[src/rtl/fetch_unit_pkg.sv]
// -----------------------------------------------------------------------------
// fetch_unit_pkg
// Shared definitions for the instruction fetch unit: instruction/block widths,
// slots per block, the fetch FSM state encoding and the slot-extraction helper.
// No ports (package).
// -----------------------------------------------------------------------------
package fetch_unit_pkg;

  localparam int INST_W  = 16;
  localparam int BLOCK_W = 64;
  localparam int SLOTS   = 4;
  localparam int SLOT_W  = $clog2(SLOTS);

  typedef enum logic [1:0] {
    ST_REQ,
    ST_WAIT,
    ST_DELIVER
  } fetch_state_e;

  // Slot 0 lives in the most significant instruction of the block.
  function automatic logic [INST_W-1:0] block_slot(input logic [BLOCK_W-1:0] blk,
                                                   input logic [SLOT_W-1:0]  slot);
    logic [INST_W-1:0] word;
    unique case (slot)
      2'd0:    word = blk[BLOCK_W-1            -: INST_W];
      2'd1:    word = blk[BLOCK_W-1-INST_W     -: INST_W];
      2'd2:    word = blk[BLOCK_W-1-(2*INST_W) -: INST_W];
      default: word = blk[BLOCK_W-1-(3*INST_W) -: INST_W];
    endcase
    return word;
  endfunction

endpackage

[src/rtl/fetch_unit.sv]
// -----------------------------------------------------------------------------
// fetch_unit
// Instruction fetch unit. Requests a 4-instruction block from memory, holds it
// in a line buffer and hands instructions to the consumer one at a time with a
// valid/ready handshake. A redirect restarts fetch at a new pc at any time.
//
// Optional feature macro: FETCH_TIMEOUT_EN
//   defined   : a request waiting TIMEOUT cycles for fetchReady is reissued
//               (same address) and fetch_retry pulses for one cycle.
//   undefined : WAIT waits indefinitely, fetch_retry is tied low.
//
// Ports
//   clk            in   1   clock, all state on rising edge
//   rst            in   1   asynchronous active-high reset
//   redirect_valid in   1   restart fetch at redirect_pc
//   redirect_pc    in  16   restart instruction address
//   fetchEnable    out  1   memory request strobe (one cycle)
//   fetchAddr      out 16   block-aligned request address
//   fetchReady     in   1   memory response valid
//   fetchData      in  64   memory response, 4 x 16-bit instructions
//   inst_valid     out  1   inst / inst_pc valid
//   inst_ready     in   1   consumer accepts instruction
//   inst           out 16   instruction
//   inst_pc        out 16   address of inst
//   fetch_retry    out  1   pulse when a timed-out request is reissued
//
// State | meaning
//   REQ     | issue a request for the block containing pc
//   WAIT    | wait for the memory response
//   DELIVER | present buffered instructions from slot onwards
// -----------------------------------------------------------------------------
module fetch_unit
  import fetch_unit_pkg::*;
#(
  parameter logic [15:0] RESET_PC = 16'h0000,
  parameter int unsigned TIMEOUT  = 255
) (
  input  logic                clk,
  input  logic                rst,
  input  logic                redirect_valid,
  input  logic [15:0]         redirect_pc,
  output logic                fetchEnable,
  output logic [15:0]         fetchAddr,
  input  logic                fetchReady,
  input  logic [BLOCK_W-1:0]  fetchData,
  output logic                inst_valid,
  input  logic                inst_ready,
  output logic [INST_W-1:0]   inst,
  output logic [15:0]         inst_pc,
  output logic                fetch_retry
);

  if (TIMEOUT < 1) begin : g_bad_timeout
    $error("fetch_unit: TIMEOUT must be at least 1");
  end

  localparam logic [SLOT_W-1:0] LAST_SLOT = SLOT_W'(SLOTS - 1);

  fetch_state_e        state_q;
  logic [15:0]         pc_q;
  logic [SLOT_W-1:0]   slot_q;
  logic [BLOCK_W-1:0]  line_q;
  logic                fetch_en_q;
  logic [15:0]         fetch_addr_q;
  logic                inst_valid_q;
  logic [INST_W-1:0]   inst_q;
  logic [15:0]         inst_pc_q;

  logic [15:0]         pc_d;
  logic [SLOT_W-1:0]   slot_d;

  assign pc_d   = pc_q + 16'd1;
  assign slot_d = slot_q + SLOT_W'(1);

`ifdef FETCH_TIMEOUT_EN
  localparam int CNT_W = (TIMEOUT > 1) ? $clog2(TIMEOUT) : 1;
  localparam logic [CNT_W-1:0] CNT_LAST = CNT_W'(TIMEOUT - 1);

  logic [CNT_W-1:0]    tmo_cnt_q;
  logic                fetch_retry_q;
`endif

  // fetchEnable is registered, so it is raised on the edge that enters REQ.
  // The only REQ cycle with fetchEnable low is the first one after reset;
  // that cycle just primes the request for RESET_PC.
  always_ff @(posedge clk or posedge rst) begin
    if (rst) begin
      state_q      <= ST_REQ;
      pc_q         <= RESET_PC;
      slot_q       <= '0;
      line_q       <= '0;
      fetch_en_q   <= 1'b0;
      fetch_addr_q <= '0;
      inst_valid_q <= 1'b0;
      inst_q       <= '0;
      inst_pc_q    <= '0;
`ifdef FETCH_TIMEOUT_EN
      tmo_cnt_q     <= '0;
      fetch_retry_q <= 1'b0;
`endif
    end else begin
      fetch_en_q <= 1'b0;
`ifdef FETCH_TIMEOUT_EN
      fetch_retry_q <= 1'b0;
`endif
      if (redirect_valid) begin
        // Wins over a same-cycle response or handshake; any data in flight
        // is dropped and the buffered line is discarded.
        state_q      <= ST_REQ;
        pc_q         <= redirect_pc;
        slot_q       <= '0;
        line_q       <= '0;
        inst_valid_q <= 1'b0;
        fetch_en_q   <= 1'b1;
        fetch_addr_q <= {redirect_pc[15:2], 2'b00};
      end else begin
        unique case (state_q)
          ST_REQ: begin
            if (fetch_en_q) begin
              state_q <= ST_WAIT;
`ifdef FETCH_TIMEOUT_EN
              tmo_cnt_q <= '0;
`endif
            end else begin
              fetch_en_q   <= 1'b1;
              fetch_addr_q <= {pc_q[15:2], 2'b00};
            end
          end

          ST_WAIT: begin
            if (fetchReady) begin
              state_q      <= ST_DELIVER;
              line_q       <= fetchData;
              slot_q       <= pc_q[1:0];
              inst_q       <= block_slot(fetchData, pc_q[1:0]);
              inst_pc_q    <= pc_q;
              inst_valid_q <= 1'b1;
            end
`ifdef FETCH_TIMEOUT_EN
            else if (tmo_cnt_q == CNT_LAST) begin
              state_q       <= ST_REQ;
              fetch_en_q    <= 1'b1;
              fetch_addr_q  <= {pc_q[15:2], 2'b00};
              fetch_retry_q <= 1'b1;
            end else begin
              tmo_cnt_q <= tmo_cnt_q + CNT_W'(1);
            end
`endif
          end

          ST_DELIVER: begin
            if (inst_ready) begin
              pc_q <= pc_d;
              if (slot_q == LAST_SLOT) begin
                state_q      <= ST_REQ;
                inst_valid_q <= 1'b0;
                fetch_en_q   <= 1'b1;
                fetch_addr_q <= {pc_d[15:2], 2'b00};
              end else begin
                slot_q    <= slot_d;
                inst_q    <= block_slot(line_q, slot_d);
                inst_pc_q <= pc_d;
              end
            end
          end

          default: begin
            state_q      <= ST_REQ;
            inst_valid_q <= 1'b0;
          end
        endcase
      end
    end
  end

  assign fetchEnable = fetch_en_q;
  assign fetchAddr   = fetch_addr_q;
  assign inst_valid  = inst_valid_q;
  assign inst        = inst_q;
  assign inst_pc     = inst_pc_q;

`ifdef FETCH_TIMEOUT_EN
  assign fetch_retry = fetch_retry_q;
`else
  assign fetch_retry = 1'b0;
`endif

endmodule

[config.mk]
export PLATFORM = sky130hd
export DESIGN_NAME = fetch_unit
export DESIGN_NICKNAME = d
export VERILOG_FILES = /design/src/rtl/fetch_unit_pkg.sv /design/src/rtl/fetch_unit.sv
export SDC_FILE = /design/constraint.sdc
export NUM_CORES = 1
export LEC_CHECK = 0
export CAP_MARGIN = 20
export CORE_MARGIN = 1
export CORE_UTILIZATION = 35
export CTS_CLUSTER_DIAMETER = 50
export DETAILED_ROUTE_END_ITERATION = 10
export PLACE_DENSITY = 0.69
export RECOVER_POWER = 100
export SLEW_MARGIN = 5
export SYNTH_ARGS = -nofsm -noshare
export SYNTH_HDL_FRONTEND = slang
export SYNTH_SLANG_ARGS = --single-unit
[constraint.sdc]
create_clock -name clk -period 9.1 [get_ports clk]
set_input_delay 1.82 -clock clk [delete_from_list [all_inputs] [get_ports clk]]
set_output_delay 1.82 -clock clk [all_outputs]
set_load 0.01 [all_outputs]
Yosys cells after proc, flatten, opt, wreduce, memory -nomap -nowiden. Cells that the tools add are included.

Add/subtract/negate cells: 2. Equality and inequality tests: 17. Mux-type cells: 42. Bitwise logic cells: 1. Reduce and logical (&&, ||, !) cells: 17.

Operators by type and width (number): two-way mux 16 bit (13); two-way mux 64 bit (3); one-hot mux 16 bit (2 select lines) (3); one-hot mux 16 bit (3 select lines) (2); two-way mux 2 bit (9); inequality test 3 bit (second input constant) (6); adder 16 x 1 -> 16 bit (second input constant) (1); AND reduction 4 bit (4); nonzero test 2 bit (5); equality test 2 bit (second input constant) (4); two-way mux 1 bit (8); inequality test 2 bit (second input constant) (4); equality test 2 x 1 -> 1 bit (second input constant) (3); zero test 2 bit (3); one-hot mux 2 bit (3 select lines) (1); nonzero test 3 bit (2); AND reduction 5 bit (1); one-hot mux 2 bit (2 select lines) (1); AND reduction 2 bit (2); one-hot mux 1 bit (3 select lines) (1); adder 2 x 1 -> 2 bit (second input constant) (1); one-hot mux 1 bit (2 select lines) (1); NOT 1 bit (1).

Register bits: 134. Input bits: 85. Output and inout port bits: 51. Word-level logic and storage cells: 88.

Depth between registers and ports, before layout. Gate-level depths: netlist (run 1).

Depth after elaboration: 6. Depth in mapped cells: 9.

Worst setup path before layout (run 1). Ideal clock, no wire load.

Kind: input-to-reg. Start: input port inst_ready. End: register fetch_addr_q[14] (netlist: fetchAddr[14]). Data arrival time: 3.055 ns. Path slack: 5.975 ns. Stages on the path: 7. Buffers on the path: 3. Cell sequence: buf_2 -> a21boi_1 -> a211oi_1 -> buf_2 -> buf_4 -> o311ai_0 -> nand3_1.

Cells in the longest elaborated chain, start to end: 2.

Ends and longest elaborated chain: start, declared (RTL line fetch_unit.sv:47) `input logic inst_ready,`; inequality test 3 bit (no line); AND reduction 4 bit (no line); end signal, assigned (RTL line fetch_unit.sv:115) `fetch_addr_q <= {redirect_pc[15:2], 2'b00};`; end signal, assigned (RTL line fetch_unit.sv:126) `fetch_addr_q <= {pc_q[15:2], 2'b00};`; end signal, assigned (RTL line fetch_unit.sv:158) `fetch_addr_q <= {pc_d[15:2], 2'b00};`; end, declared (RTL line fetch_unit.sv:64) `logic [15:0] fetch_addr_q;`.

Every way passes these cells. A chain may end at the register's enable or synchronous reset.

Worst setup path in the final report (run 1).
Start: input port redirect_valid. End: register inst_pc_q[3] (netlist: inst_pc[3]).

Cells in the longest elaborated chain, start to end: 2.

Ends and longest elaborated chain: start, declared (RTL line fetch_unit.sv:40) `input logic redirect_valid,`; NOT 1 bit (no line); AND reduction 5 bit (no line); end signal, assigned (RTL line fetch_unit.sv:136) `inst_pc_q <= pc_q;`; end signal, assigned (RTL line fetch_unit.sv:162) `inst_pc_q <= pc_d;`; end, declared (RTL line fetch_unit.sv:67) `logic [15:0] inst_pc_q;`.

Every way passes these cells.

==> results of run 1 <==
## metal layers
metal / track usage / part of all wire
met2: 0.305 / 0.46
met4: 0.0761 / 0.016
met5: 0 / 0
met3: 0.0492 / 0.073
met1: 0.265 / 0.46
## per-stage QoR
stage                     utilization  hold WS [ns]  power, mW  std cells  area [um2]
after floorplan                     -         0.472       1.30        673        6730
after global placement          0.435         0.460       1.64        985        8160
after detailed placement        0.435         0.470       1.65        985        8160
after CTS                       0.467         0.483       2.37       1017        8760
after global routing            0.466         0.509       2.45       1017        8750
final                           0.466         0.473       2.32       1018        8750
## worst max-delay path, stage by stage
cell and delay [ns]:
dlygate4sd3_1 0.52, clkbuf_1 1.52, nand2b_1 0.27, a211o_1 1.27, o21ai_0 0.32
## where the power goes
group | total, mW | leakage (nW) | internal, mW | switching [mW]
registers | 0.824 | 1.72 | 0.729 | 0.0948
logic | 0.787 | 1.69 | 0.347 | 0.441
clock network | 0.706 | 0.295 | 0.433 | 0.273
total | 2.32 | 3.71 | 1.51 | 0.809
## registers in the layout (all words and copies together), names as in the netlist
register	count
line_q	64
inst	16
inst_pc	16
pc_q	16
fetchAddr	14
slot_q	2
state_q	2
fetchEnable	1
inst_valid	1
## cells in the final DEF (no fill, tap or decap), types with 4 or more instances in the layout
cell type,count
a22oi_1,16
xor2_1,4
nand4_1,8
nand3_1,15
a221oi_1,16
nor2b_1,5
clkinv_2,4
nor3_1,11
clkdlybuf4s50_1,81
o221ai_1,5
mux2i_1,22
dlygate4sd3_1,51
nand2_1,58
a31oi_1,4
a222oi_1,16
a22o_1,65
nor4_1,6
or3_1,4
inv_1,45
o21ai_0,46
xnor2_1,16
a211oi_1,4
clkbuf_16,17
dfrtp_1,132
nor2_1,21
buf_4,7
a21oi_1,35
ha_1,12
## logic make-up (layout without fill, tap and decap cells)
group,count (synthesis),count (layout),synth area share
adders and majority gates,13,13,0.0242
other,1,4,0.000558
xor gates and xnor gates,20,20,0.0261
AOI/OAI and AO/OA,228,228,0.249
DFF,132,132,0.492
and+or+nand+nor,145,145,0.107
muxes,24,24,0.0361
buffers and inverters,108,218,0.0657
## cell type report
type,count,area (um2)
diodes,1,2.50
multi-input cells,433,3000
inverters,46,174
clock buffers,17,425
clock inverters,15,180
repair buffers,140,1380
well taps,234,293
fillers,1695,10000
flip-flops and latches,132,3300
## worst min path at each step
| stage | start | end | slack, ns | depth (start not counted) |
|---|---|---|---|---|
| final | inst[1] | inst[1] | 0.47 | 2 |
| after global routing | inst_pc[12] | inst_pc[12] | 0.51 | 2 |
| after CTS | inst[13] | inst[13] | 0.48 | 2 |
| after detailed placement | inst[13] | inst[13] | 0.47 | 2 |
| after global placement | inst[1] | inst[1] | 0.46 | 2 |
| after floorplan | line_q[46] | line_q[46] | 0.47 | 1 |
==> results.py, run 1 <==
metrics = {
    "synthesis": {
        "synth_top_cells_by_count": "dfrtp_1, a22o_1, nand2_1, inv_1, o21ai_0",
        "postSynthCellCount": 671,
        "ys_types": 54,
        "synth_area_leaders": "dfrtp_1, a22o_1, o21ai_0",
        "synthArstFlopShare": 1.00,
        "synth_top_cell_by_area": "dfrtp_1",
        "yosys.area.top_type_share": 0.492,
        "avgSynthCellArea_um2": 10.0,
        "yosysMostFrequentCell": "dfrtp_1",
        "synth_area_um2": 6720,
        "ys_seq_elements": 132,
        "synth_edf_count": 0,
        "synth_ff_type": "dfrtp_1",
        "seq_area_frac_synth": 0.492,
        "yosys_warnings": 0,
    },
    "critical_path": {
        "cp.required_ns": 9.32,
        "endpoint": "inst_pc[3]",
        "worstSetupStartpoint": "redirect_valid",
        "cp-start-kind": "primary input",
        "end_kind": "register",
        "r2r_cells": 4,
        "critPathMaxFanout": 56,
        "crit_type": "in2reg",
        "arrival_ns": 5.72,
        "worstReg2RegStart": "slot_q[0]",
        "r2r_setup_slack_ns": 5.85,
        "worstReg2RegEnd": "inst_pc[3]",
    },
    "pwr": {
        "power_leakage_nw": 3.71,
        "pwr_density_cell_nw_per_um2": 265,
        "vdd_ir_drop_max_uv": 168,
    },
    "placed_design": {
        "dp_hpwl_um": 11700,
        "dp_slack_ns": 5.04,
        "place.port_buffers": 132,
        "gp_congestion": 0.807,
    },
    "sta": {
        "rsz0062_at_grt": "no",
        "finalCriticalPeriod_ns": 5.50,
        "fmax_mhz": 182,
        "slew_headroom": -0.773,
        "finalSetupViolations": 0,
        "setup_slack_ns": 3.60,
        "slew_violations": 179,
        "finalCritPeriodShare": 0.605,
        "fin_skew_ns": 0.0125,
        "finalHoldViolations": 0,
        "worstMarginPinSlew_ns": 2.64,
        "setup_tns_ns": 0,
    },
    "clock_network": {
        "ctsResizeCount": 0,
        "cts_setup_buffers": 0,
        "cts_buffers": 17,
        "clock_path_buffers": 2,
        "htree_levels": 4,
        "clk_pin_slew_ns": 0.06,
        "clock_latency_ns": 0.43,
        "root_buffer": "clkbuf_16",
        "cts_num_sinks": 132,
        "hold_buffers": 0,
        "cts_tree": "yes",
    },
    "route": {
        "via_per_inst": 5.64,
        "drt-total-wl_um": 18800,
        "ant_nets": 0,
        "drc": 0,
        "drtIter0Drc": 465,
        "via_count": 5741,
        "wire_per_inst_um": 18.5,
        "dr.pass1.iters": 6,
    },
    "finish": {
        "nets": 868,
        "layout-drive-gt1-share": 0.0677,
        "syn2layout_area_growth_pct": 30.3,
    },
    "die": {
        "row_count": 50,
        "core-area_um2": 18800,
        "die_area_um2": 19800,
        "start_util": 0.358,
        "io_pins": 136,
        "die-width_um": 141,
        "die_y_um": 141,
    },
    "global_routing": {
        "grt_pass1_vias": 5658,
        "grt_max_degree": 76,
        "antenna_found_initial": 1,
        "grt_use_total": 0.197,
        "grt_pass1_wl_um": 30100,
        "grt_overflow_total": 0,
    },
    "run_status": {
        "violations": "capacitance limit, slew limit",
        "run_status": "complete, but fails checks",
    },
    "flow_run": {
        "cap_violations": 4,
    },
    "min_path": {
        "hold_class": "reg2reg",
    },
}
Power figures use the tool's default switching activity.
==> inputs of run 2 (changes only) <==
- clock period: 9.1 -> 5.7 ns (I/O delays scaled with it)
==> run 2 against run 1 <==
Net effect: the run still ends with capacitance limit, slew limit left; via count up 0.52%; power up 58%; non-clock buffer count down 1; core utilization down 0.27 points; first-iteration DRC count up 14%; worst setup slack worse by 2.1 ns; flip-flop and latch count unchanged.
==> results.py, run 2 (synthesis gave the netlist of run 1 again) <==
metrics = {
    "die": {
        "die_area_um2": 19800,
        "core-area_um2": 18800,
        "die_y_um": 141,
        "row_count": 50,
        "io_pins": 136,
        "start_util": 0.358,
        "die-width_um": 141,
    },
    "critical_path": {
        "r2r_cells": 6,
        "end_kind": "register",
        "critPathMaxFanout": 41,
        "r2r_setup_slack_ns": 1.49,
        "cp-start-kind": "primary input",
        "crit_type": "in2reg",
        "endpoint": "line_q[43]",
        "worstReg2RegEnd": "pc_q[14]",
        "arrival_ns": 4.58,
        "worstReg2RegStart": "state_q[0]",
        "worstSetupStartpoint": "redirect_valid",
        "cp.required_ns": 6.06,
    },
    "sta": {
        "fmax_mhz": 237,
        "slew_violations": 184,
        "worstMarginPinSlew_ns": 2.04,
        "finalHoldViolations": 0,
        "slew_headroom": -0.361,
        "fin_skew_ns": 0.0109,
        "setup_tns_ns": 0,
        "finalCriticalPeriod_ns": 4.22,
        "rsz0062_at_grt": "no",
        "finalCritPeriodShare": 0.740,
        "hold_slack_ns": 0.477,
        "finalSetupViolations": 0,
    },
    "clock_network": {
        "hold_buffers": 0,
        "cts_buffers": 17,
        "clock_path_buffers": 2,
        "htree_levels": 4,
        "ctsResizeCount": 0,
        "cts_num_sinks": 132,
        "cts_setup_buffers": 0,
        "clock_latency_ns": 0.43,
        "cts_tree": "yes",
        "root_buffer": "clkbuf_16",
        "clk_pin_slew_ns": 0.07,
    },
    "global_routing": {
        "grt_overflow_total": 0,
        "grt_max_degree": 101,
        "grt-busiest-layer": "met2",
        "gr-usage-met2": 0.306,
        "antenna_found_initial": 0,
        "grt_pass1_wl_um": 30600,
        "use_met1": 0.278,
        "grt_use_met3": 0.0431,
        "grt_pass1_vias": 5683,
        "grt_use_total": 0.200,
    },
    "run_status": {
        "violations": "capacitance limit, slew limit",
        "run_status": "complete, but fails checks",
    },
    "finish": {
        "syn2layout_area_growth_pct": 29.5,
        "largest-register": "line_q",
        "multi_input_area_um2": 2980,
        "nets": 867,
        "seq_area_um2": 3300,
        "fin_cells": 1016,
        "fill_cells": 1767,
        "diodes": 0,
        "largest_reg_flops": 64,
        "layout-drive-gt1-share": 0.0575,
        "layout_common_cells": "dfrtp_1, clkdlybuf4s50_1, a22o_1",
        "final_area_um2": 8700,
        "final_common_cell": "dfrtp_1",
    },
    "placed_design": {
        "place_area_um2": 8150,
        "place_inst": 984,
        "place.port_buffers": 132,
        "dp_hpwl_um": 11900,
        "gp_congestion": 0.813,
    },
    "route": {
        "drc": 0,
        "drt-total-wl_um": 18900,
        "via_count": 5771,
        "ant_nets": 0,
        "drtIter0Drc": 530,
        "via_per_inst": 5.68,
        "dr.pass1.iters": 5,
        "wire_per_inst_um": 18.6,
    },
    "pwr": {
        "pwr_density_cell_nw_per_um2": 421,
        "vdd_ir_drop_max_uv": 236,
        "power_leakage_nw": 3.69,
    },
    "min_path": {
        "min_path_cells": 2,
        "hold_class": "reg2reg",
    },
    "flow_run": {
        "cap_violations": 4,
    },
}
[run 2: changes by cell type in the layout (fill, tap and decap cells not counted), sizes merged]
| cell | delta |
|---|---|
| clkbuf | +2 |
| clkinv | -6 |
| inv | +8 |
| buf | -3 |
| diode | -1 |
| bufinv | -2 |
[run 2: worst max-delay path, cell delays in order]
cell and delay [ns]:
dlygate4sd3_1 0.55, inv_1 0.35, and3_1 1.38, clkbuf_1 0.87, a22o_1 0.26
[run 2: worst min-delay path by stage]
stage / startpoint / end / slack (ns)
4_1_cts: inst_pc[6] / inst_pc[6] / 0.49
2_1_floorplan: line_q[46] / line_q[46] / 0.47
5_1_grt: inst[8] / inst[8] / 0.50
3_3_place_gp: inst[3] / inst[3] / 0.46
3_5_place_dp: inst_pc[6] / inst_pc[6] / 0.47
6_report: inst[2] / inst[2] / 0.48
[run 2: cell type report]
cell class                 count  area share
sequential                   132       0.380
multi-input combinational    433       0.342
timing repair buffer         139       0.157
clock buffer                  17      0.0489
tap                          234      0.0336
inverter                      46      0.0204
clock inverter                15      0.0186
[run 2: through the flow]
stage / worst slack [ns] / power, mW / util
2_1_floorplan: 1.03 / 2.07 / -
3_3_place_gp: 2.03 / 2.62 / 0.434
3_5_place_dp: 1.91 / 2.64 / 0.434
4_1_cts: 2.35 / 3.75 / 0.465
5_1_grt: 1.24 / 3.88 / 0.464
6_report: 1.48 / 3.67 / 0.464
[run 2: metal layers]
layer	part of all wire	up-vias
li1	-	2678
met1	0.46	2815
met2	0.45	257
met3	0.078	21
met4	0.013	0
met5	0	-
[run 2: report_power, final]
part / internal (mW) / leakage [nW] / switching, mW
sequential: 1.16 / 1.72 / 0.153
clock: 0.622 / 0.281 / 0.476
combinational: 0.551 / 1.68 / 0.703
==> patch (config.mk and constraints of run 2) <==
Set the package constant `INST_W` to 14 (it was 16).
--- a/src/rtl/fetch_unit_pkg.sv
+++ b/src/rtl/fetch_unit_pkg.sv
@@ -6,7 +6,7 @@
 // -----------------------------------------------------------------------------
 package fetch_unit_pkg;
 
-  localparam int INST_W  = 16;
+  localparam int INST_W  = 14;
   localparam int BLOCK_W = 64;
   localparam int SLOTS   = 4;
   localparam int SLOT_W  = $clog2(SLOTS);
Interface: changed (resized inst); port bits go from 136 to 134. The function was not compared with the original's and may differ.
==> patch against run 2 <==
  * The run still ends with max-capacitance violations, max-slew violations left
  * Wire length decreased by 8.0%
  * Power decreased by 3.5%
  * Synthesized cell count decreased by 7.6%
  * Design area decreased by 7.0%
  * Sequential cell count decreased by 10
  * Setup slack improved by 350 ps
  * Area after synthesis decreased by 6.8%
  * Via count decreased by 8.3%
  * Maximum frequency increased by 9.1%
  * Critical endpoint is now fetchAddr[13]$_DFFE_PP0P_
  * Global-route usage decreased by 0.29 points
==> patch: results (changes against run 2) <==
The flow ran to the end, but the final reports show violations. The final reports fail on max-capacitance violations, max-slew violations. The average wire per cell in the routed design is 18.3 um (-1.8%).

The total number of nets in the final design came out at 812 (-6.3%). The all-layer global routing usage came out at 0.197 (-0.00291). The maximum clock skew at final layout is 8.76 ps (-2.18 ps). The routed via count is 5,292 (-8.3%). After synthesis, the cell types taking the most area are dfrtp_1 49%, a22o_1 7.8%, a21oi_1 4.4%. The number of input and output port buffers inserted came out at 122 (-7.6%). The final RePlAce weighted congestion was 0.883 (+8.6%).

The number of antenna violations at the first check in global routing is 0 (unchanged). The count of maximum capacitance violations came to 3 (-1). The number of iterations in the first detailed-routing pass came to 5 (unchanged). The worst-case setup slack after placement came out at 2120 ps (+208 ps). The number of unique standard cell types used by synthesis is 43 (-20%). The placed wire-length estimate after detailed placement is 11.2 mm (-5.3%).

The slew at the pin with the worst max-slew slack came to 2550 ps (+504 ps). The max-slew violation count is 153 (-17%). The maximum number of pins on one net before global-route repair is 61 (-40%). The post-CTS repair timing setup buffer count came out at 0 (unchanged). The minimum setup slack among reg-to-reg paths came out at 1830 ps (+340 ps). The wire length of the first global-routing pass came out at 27.6 mm (-9.7%).

The commonest cells after synthesis are 122 x dfrtp_1, 56 x a22o_1, 55 x a21oi_1, 44 x nor2_1, 43 x inv_1. The violation count after the first detailed-route iteration was 386 (-27%). The fmax was 259 MHz (+9.1%). The worst hold slack across all endpoints was 506 ps (+29.5 ps). The share of layout cells above drive strength 1 is 0.0633 (+0.00573).

The flip-flop count of the largest register after layout came out at 56 (-13%). The path category of the worst min-delay check is flop to flop. Among all flip-flop cells after synthesis, the most frequent one is dfrtp_1. The via count of the first global-routing pass is 5,129 (-9.7%). The data arrival time of the worst path is 4160 ps (-420 ps). The sequential fraction of the synthesis area is 0.488 (-0.00420). The maximum fanout along the worst path was 46 (+12%).

The reported leakage power is 3.31 nW (-10%). The worst vdd rail ir drop came out at 0.000255 V (+8.0%).
## patch: cell types whose count changed in the layout (fill, tap and decap cells not counted), sizes merged, moves of 5 or more
| cell | run 2 | this run |
|---|---|---|
| a21oi | 36 | 55 |
| o21ai | 46 | 25 |
| nand3 | 18 | 8 |
| nor4 | 6 | 14 |
| clkinv | 1 | 7 |
| nand2 | 58 | 27 |
| xnor2 | 16 | 21 |
| nor2 | 21 | 44 |
| dfrtp | 132 | 122 |
| clkdlybuf4s50 | 81 | 72 |
| o31ai | 2 | 7 |
| a22o | 65 | 56 |
| inv | 56 | 46 |
## patch: final cells by class
cell class / instances / area (um^2)
repair buffers: 129 / 1260
clock inverters: 15 / 144
well taps: 225 / 282
fillers: 1654 / 9260
clock buffers: 17 / 425
multi-input cells: 401 / 2770
flip-flops and latches: 122 / 3050
inverters: 43 / 163
## patch: kinds of logic after synthesis
kind of cell,count (synthesis),synth area share
adder cells (fa/ha/maj),13,0.0260
AO/OA/AOI/OAI,204,0.237
AND/OR/NAND/NOR,134,0.108
flip-flops,122,0.488
buffers and inverters,99,0.0691
multiplexers,26,0.0422
XOR/XNOR,21,0.0294
other,1,0.000599
## patch: routing by layer
layer | vias up | share of wire | GRT usage
li1 | 2470 | - | -
met1 | 2597 | 0.45 | 0.269
met2 | 200 | 0.46 | 0.303
met3 | 25 | 0.070 | 0.0460
met4 | 0 | 0.020 | 0.0724
met5 | - | 0 | 0
## patch: power breakdown
part           switching, W  internal, W
combinational      0.000703     0.000562
sequential         0.000142      0.00109
clock              0.000439     0.000607
total               0.00128      0.00226
## patch: worst max-delay path, cell delays in order, from the launching register on
cell and delay, ps:
dfrtp_1 410, inv_1 100, ha_1 1430, nand4_1 790, nor4_1 750, nor3_1 100, nand3b_1 180
## patch: path summary, 6_finish.rpt
kind	from	endpoint	cells past startpoint
worst min-delay path	line_q[19]$_DFFE_PP0P_	line_q[19]$_DFFE_PP0P_	1
max in group asynchronous	rst	line_q[35]$_DFFE_PP0P_	3
min in group asynchronous	rst	line_q[60]$_DFFE_PP0P_	2
worst max-delay path	state_q[0]$_DFFE_PP0P_	fetchAddr[13]$_DFFE_PP0P_	6
worst min register to register	line_q[19]$_DFFE_PP0P_	line_q[19]$_DFFE_PP0P_	1
worst max register to register	state_q[0]$_DFFE_PP0P_	fetchAddr[13]$_DFFE_PP0P_	6
## patch: stage by stage
stage / instances / area [um^2] / util
6_report: 952 / 8090 / 0.466
5_1_grt: 952 / 8090 / 0.466
4_1_cts: 952 / 8140 / 0.469
3_5_place_dp: 920 / 7570 / 0.436
3_3_place_gp: 920 / 7570 / 0.436
2_1_floorplan: 622 / 6270 / -
